==> src/rtl/turn_controller_if.sv <==
// Bomb-side link of the turn controller: launch request, aim/power and the
// bomb's exploded flag coming back.
interface turn_controller_if;
   logic       launch;
   logic [9:0] launch_x;
   logic [9:0] launch_y;
   logic [3:0] angle;
   logic [2:0] power;
   logic       exploded;

   modport master (
      output launch, launch_x, launch_y, angle, power,
      input  exploded
   );

   modport slave (
      input  launch, launch_x, launch_y, angle, power,
      output exploded
   );
endinterface

==> src/rtl/turn_controller.sv <==
// Sequences one artillery turn per player: aim, charge, launch, flight,
// settle, then hand over to the other player. One step per video frame.
//
// state  | meaning
// AIM    | angle buttons adjust the active player's angle, fire press starts charging
// CHARGE | power ramps one step every CHARGE_FRAMES while fire is held
// LAUNCH | one-frame launch strobe, launch position latched on entry
// FLIGHT | waiting for the bomb to explode or for the flight timeout
// SETTLE | fixed hold while terrain is rewritten, then next player
module turn_controller #(
   parameter int CHARGE_FRAMES  = 8,
   parameter int FLIGHT_TIMEOUT = 255,
   parameter int SETTLE_FRAMES  = 30,
   parameter int ANGLE_DEFAULT  = 4
) (
   input  logic                      frame_clk,
   input  logic                      reset,
   input  logic                      i_btn_fire,
   input  logic                      i_btn_left,
   input  logic                      i_btn_right,
   input  logic [9:0]                i_tank0_x,
   input  logic [9:0]                i_tank0_y,
   input  logic [9:0]                i_tank1_x,
   input  logic [9:0]                i_tank1_y,
   turn_controller_if.master         bomb,
   output logic                      o_player,
   output logic [2:0]                o_state,
   output logic                      o_timed_out,
   output logic [7:0]                o_turn_cnt
);

   typedef enum logic [2:0] {
      AIM    = 3'd0,
      CHARGE = 3'd1,
      LAUNCH = 3'd2,
      FLIGHT = 3'd3,
      SETTLE = 3'd4
   } state_t;

   localparam logic [3:0] ANGLE_RST = 4'(ANGLE_DEFAULT);
   localparam logic [3:0] ANGLE_MAX = 4'd8;
   localparam logic [7:0] CHARGE_TC = 8'(CHARGE_FRAMES - 1);
   localparam logic [7:0] FLIGHT_TC = 8'(FLIGHT_TIMEOUT);
   localparam logic [7:0] SETTLE_LD = 8'(SETTLE_FRAMES - 1);

   state_t     r_state, w_state;
   logic       r_player, w_player;
   logic [3:0] r_angle0, w_angle0;
   logic [3:0] r_angle1, w_angle1;
   logic [2:0] r_power, w_power;
   logic [7:0] r_charge_cnt, w_charge_cnt;
   logic [7:0] r_flight_cnt, w_flight_cnt;
   logic [7:0] r_settle_cnt, w_settle_cnt;
   logic       r_launch, w_launch;
   logic [9:0] r_launch_x, w_launch_x;
   logic [9:0] r_launch_y, w_launch_y;
   logic       r_timed_out, w_timed_out;
   logic [7:0] r_turn_cnt, w_turn_cnt;
   logic       r_fire_q, r_left_q, r_right_q;

   logic       w_fire_edge, w_left_edge, w_right_edge;
   logic [3:0] w_cur_angle, w_new_angle;
   logic [7:0] w_flight_inc;

   assign w_fire_edge  = i_btn_fire  & ~r_fire_q;
   assign w_left_edge  = i_btn_left  & ~r_left_q;
   assign w_right_edge = i_btn_right & ~r_right_q;
   assign w_cur_angle  = r_player ? r_angle1 : r_angle0;
   assign w_flight_inc = r_flight_cnt + 8'd1;

   // Angle step for AIM: a simultaneous left+right press cancels out.
   always_comb begin
      w_new_angle = w_cur_angle;
      if (w_left_edge && !w_right_edge && w_cur_angle != 4'd0)
         w_new_angle = w_cur_angle - 4'd1;
      else if (w_right_edge && !w_left_edge && w_cur_angle < ANGLE_MAX)
         w_new_angle = w_cur_angle + 4'd1;
   end

   // Next-state and next-register values; launch defaults low so it only
   // pulses for the single frame spent in LAUNCH.
   always_comb begin
      w_state      = r_state;
      w_player     = r_player;
      w_angle0     = r_angle0;
      w_angle1     = r_angle1;
      w_power      = r_power;
      w_charge_cnt = r_charge_cnt;
      w_flight_cnt = r_flight_cnt;
      w_settle_cnt = r_settle_cnt;
      w_launch     = 1'b0;
      w_launch_x   = r_launch_x;
      w_launch_y   = r_launch_y;
      w_timed_out  = r_timed_out;
      w_turn_cnt   = r_turn_cnt;
      case (r_state)
         AIM: begin
            if (r_player) w_angle1 = w_new_angle;
            else          w_angle0 = w_new_angle;
            if (w_fire_edge) begin
               w_state      = CHARGE;
               w_power      = 3'd0;
               w_charge_cnt = 8'd0;
            end
         end
         CHARGE: begin
            if (!i_btn_fire) begin
               w_state    = LAUNCH;
               w_launch   = 1'b1;
               w_launch_x = r_player ? i_tank1_x : i_tank0_x;
               w_launch_y = r_player ? i_tank1_y : i_tank0_y;
            end else if (r_charge_cnt == CHARGE_TC) begin
               w_charge_cnt = 8'd0;
               if (r_power != 3'd7) w_power = r_power + 3'd1;
            end else begin
               w_charge_cnt = r_charge_cnt + 8'd1;
            end
         end
         LAUNCH: begin
            w_state      = FLIGHT;
            w_flight_cnt = 8'd0;
            w_timed_out  = 1'b0;
         end
         FLIGHT: begin
            w_flight_cnt = w_flight_inc;
            // First flight frame ignores the bomb's stale exploded flag.
            if (r_flight_cnt != 8'd0 && bomb.exploded) begin
               w_state      = SETTLE;
               w_settle_cnt = SETTLE_LD;
            end else if (w_flight_inc == FLIGHT_TC) begin
               w_state      = SETTLE;
               w_settle_cnt = SETTLE_LD;
               w_timed_out  = 1'b1;
            end
         end
         SETTLE: begin
            if (r_settle_cnt == 8'd0) begin
               w_state    = AIM;
               w_player   = ~r_player;
               w_power    = 3'd0;
               w_turn_cnt = r_turn_cnt + 8'd1;
            end else begin
               w_settle_cnt = r_settle_cnt - 8'd1;
            end
         end
         default: w_state = AIM;
      endcase
   end

   // State and datapath registers, plus previous-frame button levels.
   always_ff @(posedge frame_clk or posedge reset) begin
      if (reset) begin
         r_state      <= AIM;
         r_player     <= 1'b0;
         r_angle0     <= ANGLE_RST;
         r_angle1     <= ANGLE_RST;
         r_power      <= 3'd0;
         r_charge_cnt <= 8'd0;
         r_flight_cnt <= 8'd0;
         r_settle_cnt <= 8'd0;
         r_launch     <= 1'b0;
         r_launch_x   <= 10'd0;
         r_launch_y   <= 10'd0;
         r_timed_out  <= 1'b0;
         r_turn_cnt   <= 8'd0;
         r_fire_q     <= 1'b0;
         r_left_q     <= 1'b0;
         r_right_q    <= 1'b0;
      end else begin
         r_state      <= w_state;
         r_player     <= w_player;
         r_angle0     <= w_angle0;
         r_angle1     <= w_angle1;
         r_power      <= w_power;
         r_charge_cnt <= w_charge_cnt;
         r_flight_cnt <= w_flight_cnt;
         r_settle_cnt <= w_settle_cnt;
         r_launch     <= w_launch;
         r_launch_x   <= w_launch_x;
         r_launch_y   <= w_launch_y;
         r_timed_out  <= w_timed_out;
         r_turn_cnt   <= w_turn_cnt;
         r_fire_q     <= i_btn_fire;
         r_left_q     <= i_btn_left;
         r_right_q    <= i_btn_right;
      end
   end

   assign bomb.launch   = r_launch;
   assign bomb.launch_x = r_launch_x;
   assign bomb.launch_y = r_launch_y;
   assign bomb.angle    = w_cur_angle;
   assign bomb.power    = r_power;
   assign o_player      = r_player;
   assign o_state       = r_state;
   assign o_timed_out   = r_timed_out;
   assign o_turn_cnt    = r_turn_cnt;

endmodule

==> src/flat_wrapper.sv <==
// flat-port wrapper written by rule: the top's interface ports become plain ports
module turn_controller_flat 
#(
   parameter int CHARGE_FRAMES  = 8,
   parameter int FLIGHT_TIMEOUT = 255,
   parameter int SETTLE_FRAMES  = 30,
   parameter int ANGLE_DEFAULT  = 4
)
  (frame_clk, reset, i_btn_fire, i_btn_left, i_btn_right, i_tank0_x, i_tank0_y, i_tank1_x, i_tank1_y, o_player, o_state, o_timed_out, o_turn_cnt, bomb_launch, bomb_launch_x, bomb_launch_y, bomb_angle, bomb_power, bomb_exploded);
  turn_controller_if bomb_i ();
  input  logic frame_clk;
  input  logic reset;
  input  logic i_btn_fire;
  input  logic i_btn_left;
  input  logic i_btn_right;
  input  logic [9:0] i_tank0_x;
  input  logic [9:0] i_tank0_y;
  input  logic [9:0] i_tank1_x;
  input  logic [9:0] i_tank1_y;
  output logic o_player;
  output logic [2:0] o_state;
  output logic o_timed_out;
  output logic [7:0] o_turn_cnt;
  output wire logic [$bits(bomb_i.launch)-1:0] bomb_launch;
  output wire logic [$bits(bomb_i.launch_x)-1:0] bomb_launch_x;
  output wire logic [$bits(bomb_i.launch_y)-1:0] bomb_launch_y;
  output wire logic [$bits(bomb_i.angle)-1:0] bomb_angle;
  output wire logic [$bits(bomb_i.power)-1:0] bomb_power;
  input wire logic [$bits(bomb_i.exploded)-1:0] bomb_exploded;
  assign bomb_launch = bomb_i.launch;
  assign bomb_launch_x = bomb_i.launch_x;
  assign bomb_launch_y = bomb_i.launch_y;
  assign bomb_angle = bomb_i.angle;
  assign bomb_power = bomb_i.power;
  assign bomb_i.exploded = bomb_exploded;
  turn_controller #(.CHARGE_FRAMES(CHARGE_FRAMES), .FLIGHT_TIMEOUT(FLIGHT_TIMEOUT), .SETTLE_FRAMES(SETTLE_FRAMES), .ANGLE_DEFAULT(ANGLE_DEFAULT)) u_core (.frame_clk(frame_clk), .reset(reset), .i_btn_fire(i_btn_fire), .i_btn_left(i_btn_left), .i_btn_right(i_btn_right), .i_tank0_x(i_tank0_x), .i_tank0_y(i_tank0_y), .i_tank1_x(i_tank1_x), .i_tank1_y(i_tank1_y), .bomb(bomb_i), .o_player(o_player), .o_state(o_state), .o_timed_out(o_timed_out), .o_turn_cnt(o_turn_cnt));
endmodule
==> config.mk <==
export PLATFORM = sky130hd
export DESIGN_NAME = turn_controller_flat
export DESIGN_NICKNAME = d
export VERILOG_FILES = /design/src/rtl/turn_controller_if.sv /design/src/rtl/turn_controller.sv /design/src/flat_wrapper.sv
export SDC_FILE = /design/constraint.sdc
export NUM_CORES = 1
export LEC_CHECK = 0
export CORE_MARGIN = 2
export CORE_UTILIZATION = 58
export CTS_BUF_LIST = sky130_fd_sc_hd__clkbuf_4 sky130_fd_sc_hd__clkbuf_8 sky130_fd_sc_hd__clkbuf_16
export DETAILED_ROUTE_END_ITERATION = 6
export DONT_BUFFER_PORTS = 1
export GPL_TIMING_DRIVEN = 0
export MAX_ROUTING_LAYER = met4
export PLACE_DENSITY = 0.74
export SLEW_MARGIN = 25
export SYNTH_ARGS = -nofsm -noshare
export SYNTH_HDL_FRONTEND = slang
export SYNTH_SLANG_ARGS = --single-unit
==> constraint.sdc <==
create_clock -name frame_clk -period 2.9 [get_ports frame_clk]
set_input_delay 0.58 -clock frame_clk [delete_from_list [all_inputs] [get_ports frame_clk]]
set_output_delay 0.58 -clock frame_clk [all_outputs]
set_load 0.005 [all_outputs]
# Word level (Yosys, flattened, before mapping)
# Index checks and enable logic that the tools add are counted.
[op_classes]
n_reduce_logical = 24
order_cmp = 1
bitwise = 8
n_mux = 30
n_addsub = 7
eq_ne = 17
[ops]
columns = ["cell", "n"]
rows = [
  ["$mux W8", 6],
  ["$pmux W8 S2", 3],
  ["$mux W3", 9],
  ["$add A8 B1 Y8 const B", 3],
  ["$mux W10", 2],
  ["$pmux W3 S5", 1],
  ["$mux W4", 3],
  ["$ne A2 B1 Y1 const B", 5],
  ["$pmux W3 S3", 1],
  ["$reduce_and A3 Y1", 3],
  ["$eq A8 B3 Y1 const B", 1],
  ["$eq A8 B8 Y1 const B", 1],
  ["$logic_not A8 Y1", 1],
  ["$ne A2 B2 Y1 const B", 4],
  ["$reduce_and A2 Y1", 4],
  ["$reduce_bool A8 Y1", 1],
  ["$sub A8 B1 Y8 const B", 1],
  ["$eq A3 B2 Y1 const B", 2],
  ["$reduce_and A6 Y1", 1],
  ["$reduce_bool A2 Y1", 3],
  ["$logic_and A1 B1 Y1", 5],
  ["$not A1 Y1", 5],
  ["$add A4 B1 Y4 const B", 1],
  ["$lt A4 B4 Y1 const B", 1],
  ["other kinds (14)", 20],
]
[word_totals]
in_bits = 46
output_inout_bits = 41
reg_bits = 72
word_cells = 103

# Depth between registers and ports, before layout
# Gate-level depths: netlist of the first run.
[depth]
depth_word = 7
depth_mapped = 8
depth_no_buf = 7

# Worst setup path after synthesis of the first run
# Ideal clock, no wire load.
[synth_timing]
kind = "flip-flop to flip-flop"
startpoint = "register u_core.r_power[0] (netlist: u_core.bomb.power[0])"
endpoint = "register u_core.r_power[0] (netlist: u_core.bomb.power[0])"
n_path_buf = 0
period_less_slack_ns = 2.125
setup_time_ns = 0.125
path_slack_ns = 0.775
arrival_time_ns = 2.000
required_ns = 2.775
path_stages_with_launch = 6
path_cell_list = "dfrtp_1 -> ha_1 -> ha_1 -> or3b_2 -> a2111oi_4 -> mux2_4"
[synth_via]
elab_chain_len = 5
word_cells_on_any_way = 8
cone_classes = "add/sub: 1; eq/ne: 2; mux: 4; reduce/logical: 1"
[synth_rtl]
columns = ["item", "line_no", "source"]
rows = [
  ["from (decl)", "turn_controller.sv:50", "logic [2:0] r_power, w_power;"],
  ["from (signal assigned)", "turn_controller.sv:174", "r_power <= w_power;"],
  ["$add A3 B1 Y3", "turn_controller.sv:114", "if (r_power != 3'd7) w_power = r_power + 3'd1;"],
  ["$mux W3", "turn_controller.sv:114", ""],
  ["$mux W3", "turn_controller.sv:112", "end else if (r_charge_cnt == CHARGE_TC) begin"],
  ["$mux W3", "turn_controller.sv:107", "if (!i_btn_fire) begin"],
  ["$pmux W3 S3", "turn_controller.sv:96", "case (r_state)"],
]
# Parallel ways exist; a longest one is shown, timed or not. The select of a mux whose other input is x is not followed.
# A chain may end at the register's enable or synchronous reset.

# Worst setup path in the final report of the first run
[layout_timing]
startpoint = "register u_core.r_player (netlist: u_core.o_player)"
endpoint = "register u_core.r_angle0[1]"
[layout_via]
elab_chain_len = 5
word_cells_on_any_way = 11
cone_classes = "add/sub: 2; order compare: 1; mux: 3; bitwise: 1; reduce/logical: 4"
[layout_rtl]
columns = ["item", "line_no", "source"]
rows = [
  ["from (decl)", "turn_controller.sv:47", "logic r_player, w_player;"],
  ["from (signal assigned)", "turn_controller.sv:171", "r_player <= w_player;"],
  ["$mux W4", "turn_controller.sv:68", "assign w_cur_angle = r_player ? r_angle1 : r_angle0;"],
  ["$lt A4 B4 Y1", "turn_controller.sv:76", "else if (w_right_edge && !w_left_edge && w_cur_angle < ANGLE_MAX)"],
  ["$logic_and A1 B1 Y1", "turn_controller.sv:76", ""],
  ["$mux W4", "turn_controller.sv:76", ""],
  ["$mux W4", "turn_controller.sv:74", "if (w_left_edge && !w_right_edge && w_cur_angle != 4'd0)"],
  ["to (signal assigned)", "turn_controller.sv:172", "r_angle0 <= w_angle0;"],
  ["to (decl)", "turn_controller.sv:48", "logic [3:0] r_angle0, w_angle0;"],
]
# Parallel ways exist; a longest one is shown, timed or not.

==> impl_metrics.yaml, run 1 <==
run_status:
  run_status: "finished, final reports clean"
synthesis:
  postSynthAreaPerCell_um2: 9.79
  yosys_warnings: 0
  synthArstFlopShare_pct: 100
  syn_area_mm2: 0.00380
  synth_seq_cells: 72
  synth-edff-count: 0
  synthCells: 388
  yosys.cell_count.top_type: "dfrtp_1"
  synth.largest_area_cell: "dfrtp_1"
  synthDistinctLibCells: 54
  synth_ff_type: "dfrtp_1"
  synth_common_cells: "70 x dfrtp_1, 42 x nor2_1, 38 x nand2_1"
  yosys-top-cells-area: "dfrtp_1 46%, mux2i_1 7.6%, nor2_1 4.2%"
  seq_area_frac_synth_pct: 47.5
  yosysTopAreaCellShare_pct: 46.1
  syn-num-nets: 445
route:
  drc: 0
  wl_per_cell_um: 16.1
  initialDrtViolationCount: 132
  vias_per_cell: 5.97
  drtPass1Iterations: 4
  ant_nets: 0
  wl_um: 7770
  vias: 2877
worst_setup_path:
  crit_type: "flip-flop to flip-flop"
  worst_path_max_delay_cell: "mux2i_1"
  reg2reg_from: "u_core.o_player$_DFFE_PP0P_"
  worstRegToRegCells: 7
  cp.required_ps: 3090
  critPathMostFrequentCell: "mux2i_1"
  slowest_delay_ps: 430
  cp_top_family: "multiplexers"
  path_buf_inv: 1
  path_cells: "buf_2 > mux2i_1 > ha_1 > nand3_1 > a31o_2 > o21ai_0 > mux2i_1"
  worstSetupEndpointType: "flip-flop"
  reg2reg_to: "u_core.r_angle0[1]$_DFFE_PP0P_"
  cp-start-kind: "flip-flop"
  worst_ep_arrival_time_ps: 2460
  cp_max_fo: 10
  rrSetupSlack_ps: 620
global_routing:
  grt_pass1_wl_um: 13300
  groute.usage.overall_pct: 23.6
  overflow: 0
  antenna_found_initial: 0
  grt_start_max_net_pins: 38
  grt_pass1_vias: 2868
placed_design:
  dpl.hpwl_um: 5640
  dpl.cell_count: 466
  place_congestion: 0.782
  place_area_mm2: 0.00392
  port_buffers: 0
cts:
  cts_hold_buf: 0
  numCtsBuffers: 9
  htree_levels: 3
  post_cts_buffers: 0
  worstSkewPairLatency_ps: 350
  clock_path_buffers: 2
  clkTransAtPathRegs_ps: 80
  cts.repair.resized: 0
  cts-root-buf: "clkbuf_8"
  cts_tree: "yes"
  cts.sinks: 72
timing:
  skew_ps: 12.9
  fin_crit_ps: 2280
  tightestPinTransition_ps: 966
  hold_viol: 0
  period_share_pct: 78.5
  rsz0062_at_grt: "no"
  fin_setup_tns_ps: 0
  drv_slew: 0
  slew_headroom_pct: 35.0
  whs_ps: 116
  fmax_mhz: 439
  setup_violations: 0
floorplan:
  rows: 29
  die_x_um: 84.9
  die_y_um: 84.9
  start_util_pct: 59.8
  fp.coreArea_mm2: 0.00635
  dieArea_mm2: 0.00721
  ios: 87
power_and_ir_drop:
  ir_worst_vdd_mv: 0.366
  power_frac_comb_pct: 2.9
  switching_power_mw: 0.438
  switching_share_pct: 23.0
  p_seq_share_pct: 54.6
  leakagePower_nw: 1.72
  clockPowerShare_pct: 42.5
  total_power_mw: 1.90
  p_int_mw: 1.47
  power_density_mw_per_mm2: 462
min_path:
  worstHoldPathType: "primary input to asynchronous set/reset pin"
finish:
  fin_nets: 457
  final_cells: 482
  stdcell_area_mm2: 0.00412
  drive_gt1_share_pct: 10.1
  area.growth.synth_to_final_pct: 8.53
  antennaDiodeCount: 0
run:
  timing.max_cap.violations: 0
-- per-stage QoR --
| step | utilization [%] | worst slack [ps] |
|---|---|---|
| finish | 64.9 | 625 |
| global route | 64.9 | 377 |
| CTS | 64.9 | 604 |
| detailed placement | 61.7 | 632 |
| global placement | 61.3 | -256 |
| floorplan | - | 498 |
-- logic make-up (layout without fill, tap and decap cells) --
family / after synthesis / after routing / share of synthesized area [%]
and+or+nand+nor: 152 / 152 / 20.4
AOI/OAI and AO/OA: 76 / 76 / 13.2
DFF: 72 / 72 / 47.5
muxes: 32 / 32 / 8.63
buffers and inverters: 30 / 47 / 3.16
xor gates and xnor gates: 15 / 15 / 3.46
adders and majority gates: 11 / 11 / 3.62
-- routing by layer --
metal / up-vias / routed length (um) / part of all wire [%] / GRT usage (%)
met3: 8 / 384 / 4.9 / 4.77
met2: 76 / 3820 / 49 / 36.9
met5: - / 0 / 0 / -
li1: 1399 / - / - / -
met4: 0 / 65 / 0.84 / 8.08
met1: 1394 / 3490 / 45 / 31.0
-- worst max-delay path by stage --
stage,slack (ps),depth (start not counted),to,start
finish,620,7,u_core.r_angle0[1]$_DFFE_PP0P_,u_core.o_player$_DFFE_PP0P_
global route,380,7,u_core.r_angle0[1]$_DFFE_PP0P_,u_core.o_player$_DFFE_PP0P_
CTS,600,7,u_core.r_angle0[1]$_DFFE_PP0P_,u_core.o_player$_DFFE_PP0P_
detailed placement,630,7,u_core.r_angle0[1]$_DFFE_PP0P_,u_core.o_player$_DFFE_PP0P_
global placement,-260,1,u_core.r_left_q$_DFF_PP0_,reset
floorplan,500,1,u_core.bomb.launch$_DFF_PP0_,reset
-- flip-flops by register name, summed over array words and instances (netlist names) --
signal / flops
u_core.o_timed_out: 1
u_core.r_right_q: 1
u_core.bomb.launch: 1
u_core.r_fire_q: 1
u_core.o_player: 1
u_core.o_state: 3
u_core.bomb.power: 3
u_core.r_settle_cnt: 8
u_core.r_flight_cnt: 8
u_core.r_angle1: 4
u_core.r_angle0: 4
u_core.bomb.launch_y: 10
u_core.bomb.launch_x: 10
u_core.o_turn_cnt: 8
u_core.r_left_q: 1
u_core.r_charge_cnt: 8
-- cell type report --
type / instances / area (um2)
Clock inverter: 6 / 67.6
Buffer: 16 / 67.6
Inverter: 14 / 55.1
Sequential cell: 72 / 1800
Tap cell: 77 / 96.3
Clock buffer: 10 / 138
Multi-Input combinational cell: 286 / 1870
Fill cell: 522 / 2230
Timing Repair Buffer: 1 / 20.0
-- cell usage in the layout (no fill, tap or decap), types with 11 or more instances in the layout --
cell	n
ha_1	11
a21oi_1	28
mux2i_1	29
nor3_1	14
nand2_1	38
o21ai_0	15
xnor2_1	14
inv_1	13
dfrtp_1	70
nor2_1	42
-- power by group through the flow --
stage               registers, mW  clock network [mW]  logic, mW
CTS                          1.04               0.821     0.0582
floorplan                    1.05                   0     0.0436
global route                 1.04               0.864     0.0662
global placement             1.06                   0     0.0524
finish                       1.04               0.809     0.0559
detailed placement           1.06                   0     0.0587
Note: power is estimated with default switching activity, not from simulation.
==> run 2: changes to the inputs <==
- ABC_AREA: default -> 1
- CORE_UTILIZATION: 58 -> 57
- PLACE_DENSITY: 0.74 -> 0.75
- clock period: 2.9 -> 2 ns (I/O delays scaled with it)
==> impl_metrics.yaml, run 2 <==
placed_design:
  dp_slack_ps: -39.2
  dpl.hpwl_um: 5920
  place_congestion: 0.937
  port_buffers: 0
  dpl.cell_count: 581
finish:
  antennaDiodeCount: 0
  fin_nets: 570
  area.growth.synth_to_final_pct: 9.55
  final_cell_mix: "147 x nand2_1, 70 x dfrtp_1, 54 x inv_1, 51 x nor2_1, 40 x nand3_1"
  final_cells: 598
  mostFrequentLayoutCell: "nand2_1"
  drive_gt1_share_pct: 11.0
  fin_util_pct: 63.4
worst_setup_path:
  worstRegToRegCells: 13
  reg2reg_from: "u_core.o_player$_DFFE_PP0P_"
  worst_path_max_delay_cell: "dfrtp_1"
  reg2reg_to: "u_core.r_angle0[3]$_DFFE_PP0P_"
  path_cells: "buf_4 > inv_4 > nand2_1 > nand2_2 > inv_1 > ha_1 > nand3_1 > nand2_2 > inv_1 > nand2_1 > nand2_1 > nand3_1 > nand2_1"
  endpoint: "u_core.r_angle0[3]$_DFFE_PP0P_"
  rrSetupSlack_ps: 170
  cp_max_fo: 10
  cp.required_ps: 2280
  timing.critical_path.depth: 13
  startpoint: "u_core.o_player$_DFFE_PP0P_"
  worst_ep_arrival_time_ps: 2110
  worstSetupEndpointType: "flip-flop"
  cp_top_family: "simple AND/OR/NAND/NOR gates"
  crit_type: "flip-flop to flip-flop"
  critPathMostFrequentCell: "nand2_1"
  path_buf_inv: 4
  cp-start-kind: "flip-flop"
  slowest_delay_ps: 410
timing:
  drv_slew: 0
  skew_ps: 12.1
  whs_ps: 83.2
  fin_crit_ps: 1830
  fmax_mhz: 545
  worst_slack_ps: 166
  hold_viol: 0
  rsz0062_at_grt: "no"
  slew_headroom_pct: 67.8
  tightestPinTransition_ps: 483
  setup_violations: 0
  period_share_pct: 91.7
cts:
  cts_tree: "yes"
  cts-root-buf: "clkbuf_8"
  numCtsBuffers: 9
  worstSkewPairLatency_ps: 340
  clkTransAtPathRegs_ps: 70
  cts.sinks: 72
  post_cts_buffers: 0
  clock_path_buffers: 2
  htree_levels: 3
route:
  wl_per_cell_um: 13.3
  vias: 3261
  vias_per_cell: 5.45
  wl_um: 7950
  drtPass1Iterations: 4
  drc: 0
  initialDrtViolationCount: 113
  ant_nets: 0
floorplan:
  die_y_um: 86.4
  start_util_pct: 57.9
  die_x_um: 86.4
  ios: 87
  fp.coreArea_mm2: 0.00668
  rows: 30
  dieArea_mm2: 0.00746
run_status:
  run_status: "finished, final reports clean"
global_routing:
  groute.usage.overall_pct: 23.1
  grt_pass1_wl_um: 13500
  antenna_found_initial: 0
  grt_start_max_net_pins: 30
  grt_pass1_vias: 3035
  overflow: 0
synthesis:
  synthCells: 499
  syn-num-nets: 556
  synth_ff_type: "dfrtp_1"
  synthDistinctLibCells: 31
  yosysTopAreaCellShare_pct: 45.3
  synth_seq_cells: 72
  synth-edff-count: 0
  synth.largest_area_cell: "dfrtp_1"
  postSynthAreaPerCell_um2: 7.75
  synth_common_cells: "149 x nand2_1, 70 x dfrtp_1, 55 x inv_1"
  yosys-top-cells-area: "dfrtp_1 45%, nand2_1 14%, inv_1 5.3%"
  synthArstFlopShare_pct: 100
  seq_area_frac_synth_pct: 46.7
  yosys.cell_count.top_type: "nand2_1"
  syn_area_mm2: 0.00387
  yosys_warnings: 0
power_and_ir_drop:
  power_density_mw_per_mm2: 1330
  leakagePower_nw: 2.12
  total_power_mw: 5.65
  ir_worst_vdd_mv: 0.596
run:
  timing.max_cap.violations: 0
min_path:
  worstHoldPathType: "primary input to flip-flop"
run 2: layout make-up:
class / instances / area [um2]
Inverter: 62 / 239
Clock buffer: 11 / 139
Multi-Input combinational cell: 354 / 1780
Sequential cell: 72 / 1800
Fill cell: 593 / 2450
Timing Repair Buffer: 3 / 50.0
Tap cell: 80 / 100
Buffer: 11 / 65.1
Clock inverter: 5 / 57.6
run 2: worst min path at each step:
stage / from / to / slack, ps / depth (start not counted)
6_report: i_btn_fire / u_core.r_fire_q$_DFF_PP0_ / 80 / 0
5_1_grt: i_btn_fire / u_core.r_fire_q$_DFF_PP0_ / 60 / 0
2_1_floorplan: i_btn_fire / u_core.r_fire_q$_DFF_PP0_ / 430 / 0
3_5_place_dp: reset / u_core.bomb.launch$_DFF_PP0_ / 310 / 1
4_1_cts: i_btn_fire / u_core.r_fire_q$_DFF_PP0_ / 60 / 0
3_3_place_gp: i_btn_right / u_core.r_right_q$_DFF_PP0_ / 430 / 0
run 2: repair_timing:
action                                  4_1_cts  5_1_grt
endpoints found under the setup margin        5        6
hold endpoints to repair                     17        0
gates resized for setup                       1        4
hold buffers                                  1        0
run 2: logic make-up (layout without fill, tap and decap cells):
| family | Yosys count | in the layout | share of synthesized area (%) |
|---|---|---|---|
| xor gates and xnor gates | 9 | 9 | 2.04 |
| DFF | 72 | 72 | 46.7 |
| muxes | 2 | 2 | 0.582 |
| AOI/OAI and AO/OA | 62 | 62 | 8.87 |
| adders and majority gates | 11 | 11 | 3.56 |
| and+or+nand+nor | 270 | 270 | 30.6 |
| buffers and inverters | 73 | 92 | 7.70 |
run 2: power by group:
group          switching (mW)  internal, mW  leakage (nW)
registers               0.384          1.92         0.904
clock network           0.537         0.602        0.0924
logic                    1.46         0.757          1.12
run 2: routing by layer:
metal  vias to the layer above  global-route usage (%)  share of wire, %
met5                         -                       -                 0
li1                       1633                       -                 -
met1                      1554                    29.7                46
met4                         0                    7.81               1.1
met3                         8                    4.67               3.9
met2                        66                    36.9                49
run 2: through the flow:
stage	TNS (ps)	cell area, um2
after floorplan	0	3870
after global placement	-8.55	3970
after detailed placement	-76.7	4010
after CTS	0	4220
after global routing	0	4240
final	0	4240
run 2: worst reg2reg max path, stage by stage, from the launching register on:
cell and delay, ps:
dfrtp_1 410, buf_4 200, inv_4 100, nand2_1 70, nand2_2 110, inv_1 70, ha_1 200, nand3_1 120
nand2_2 100, inv_1 90, nand2_1 60, nand2_1 90, nand3_1 80, nand2_1 80
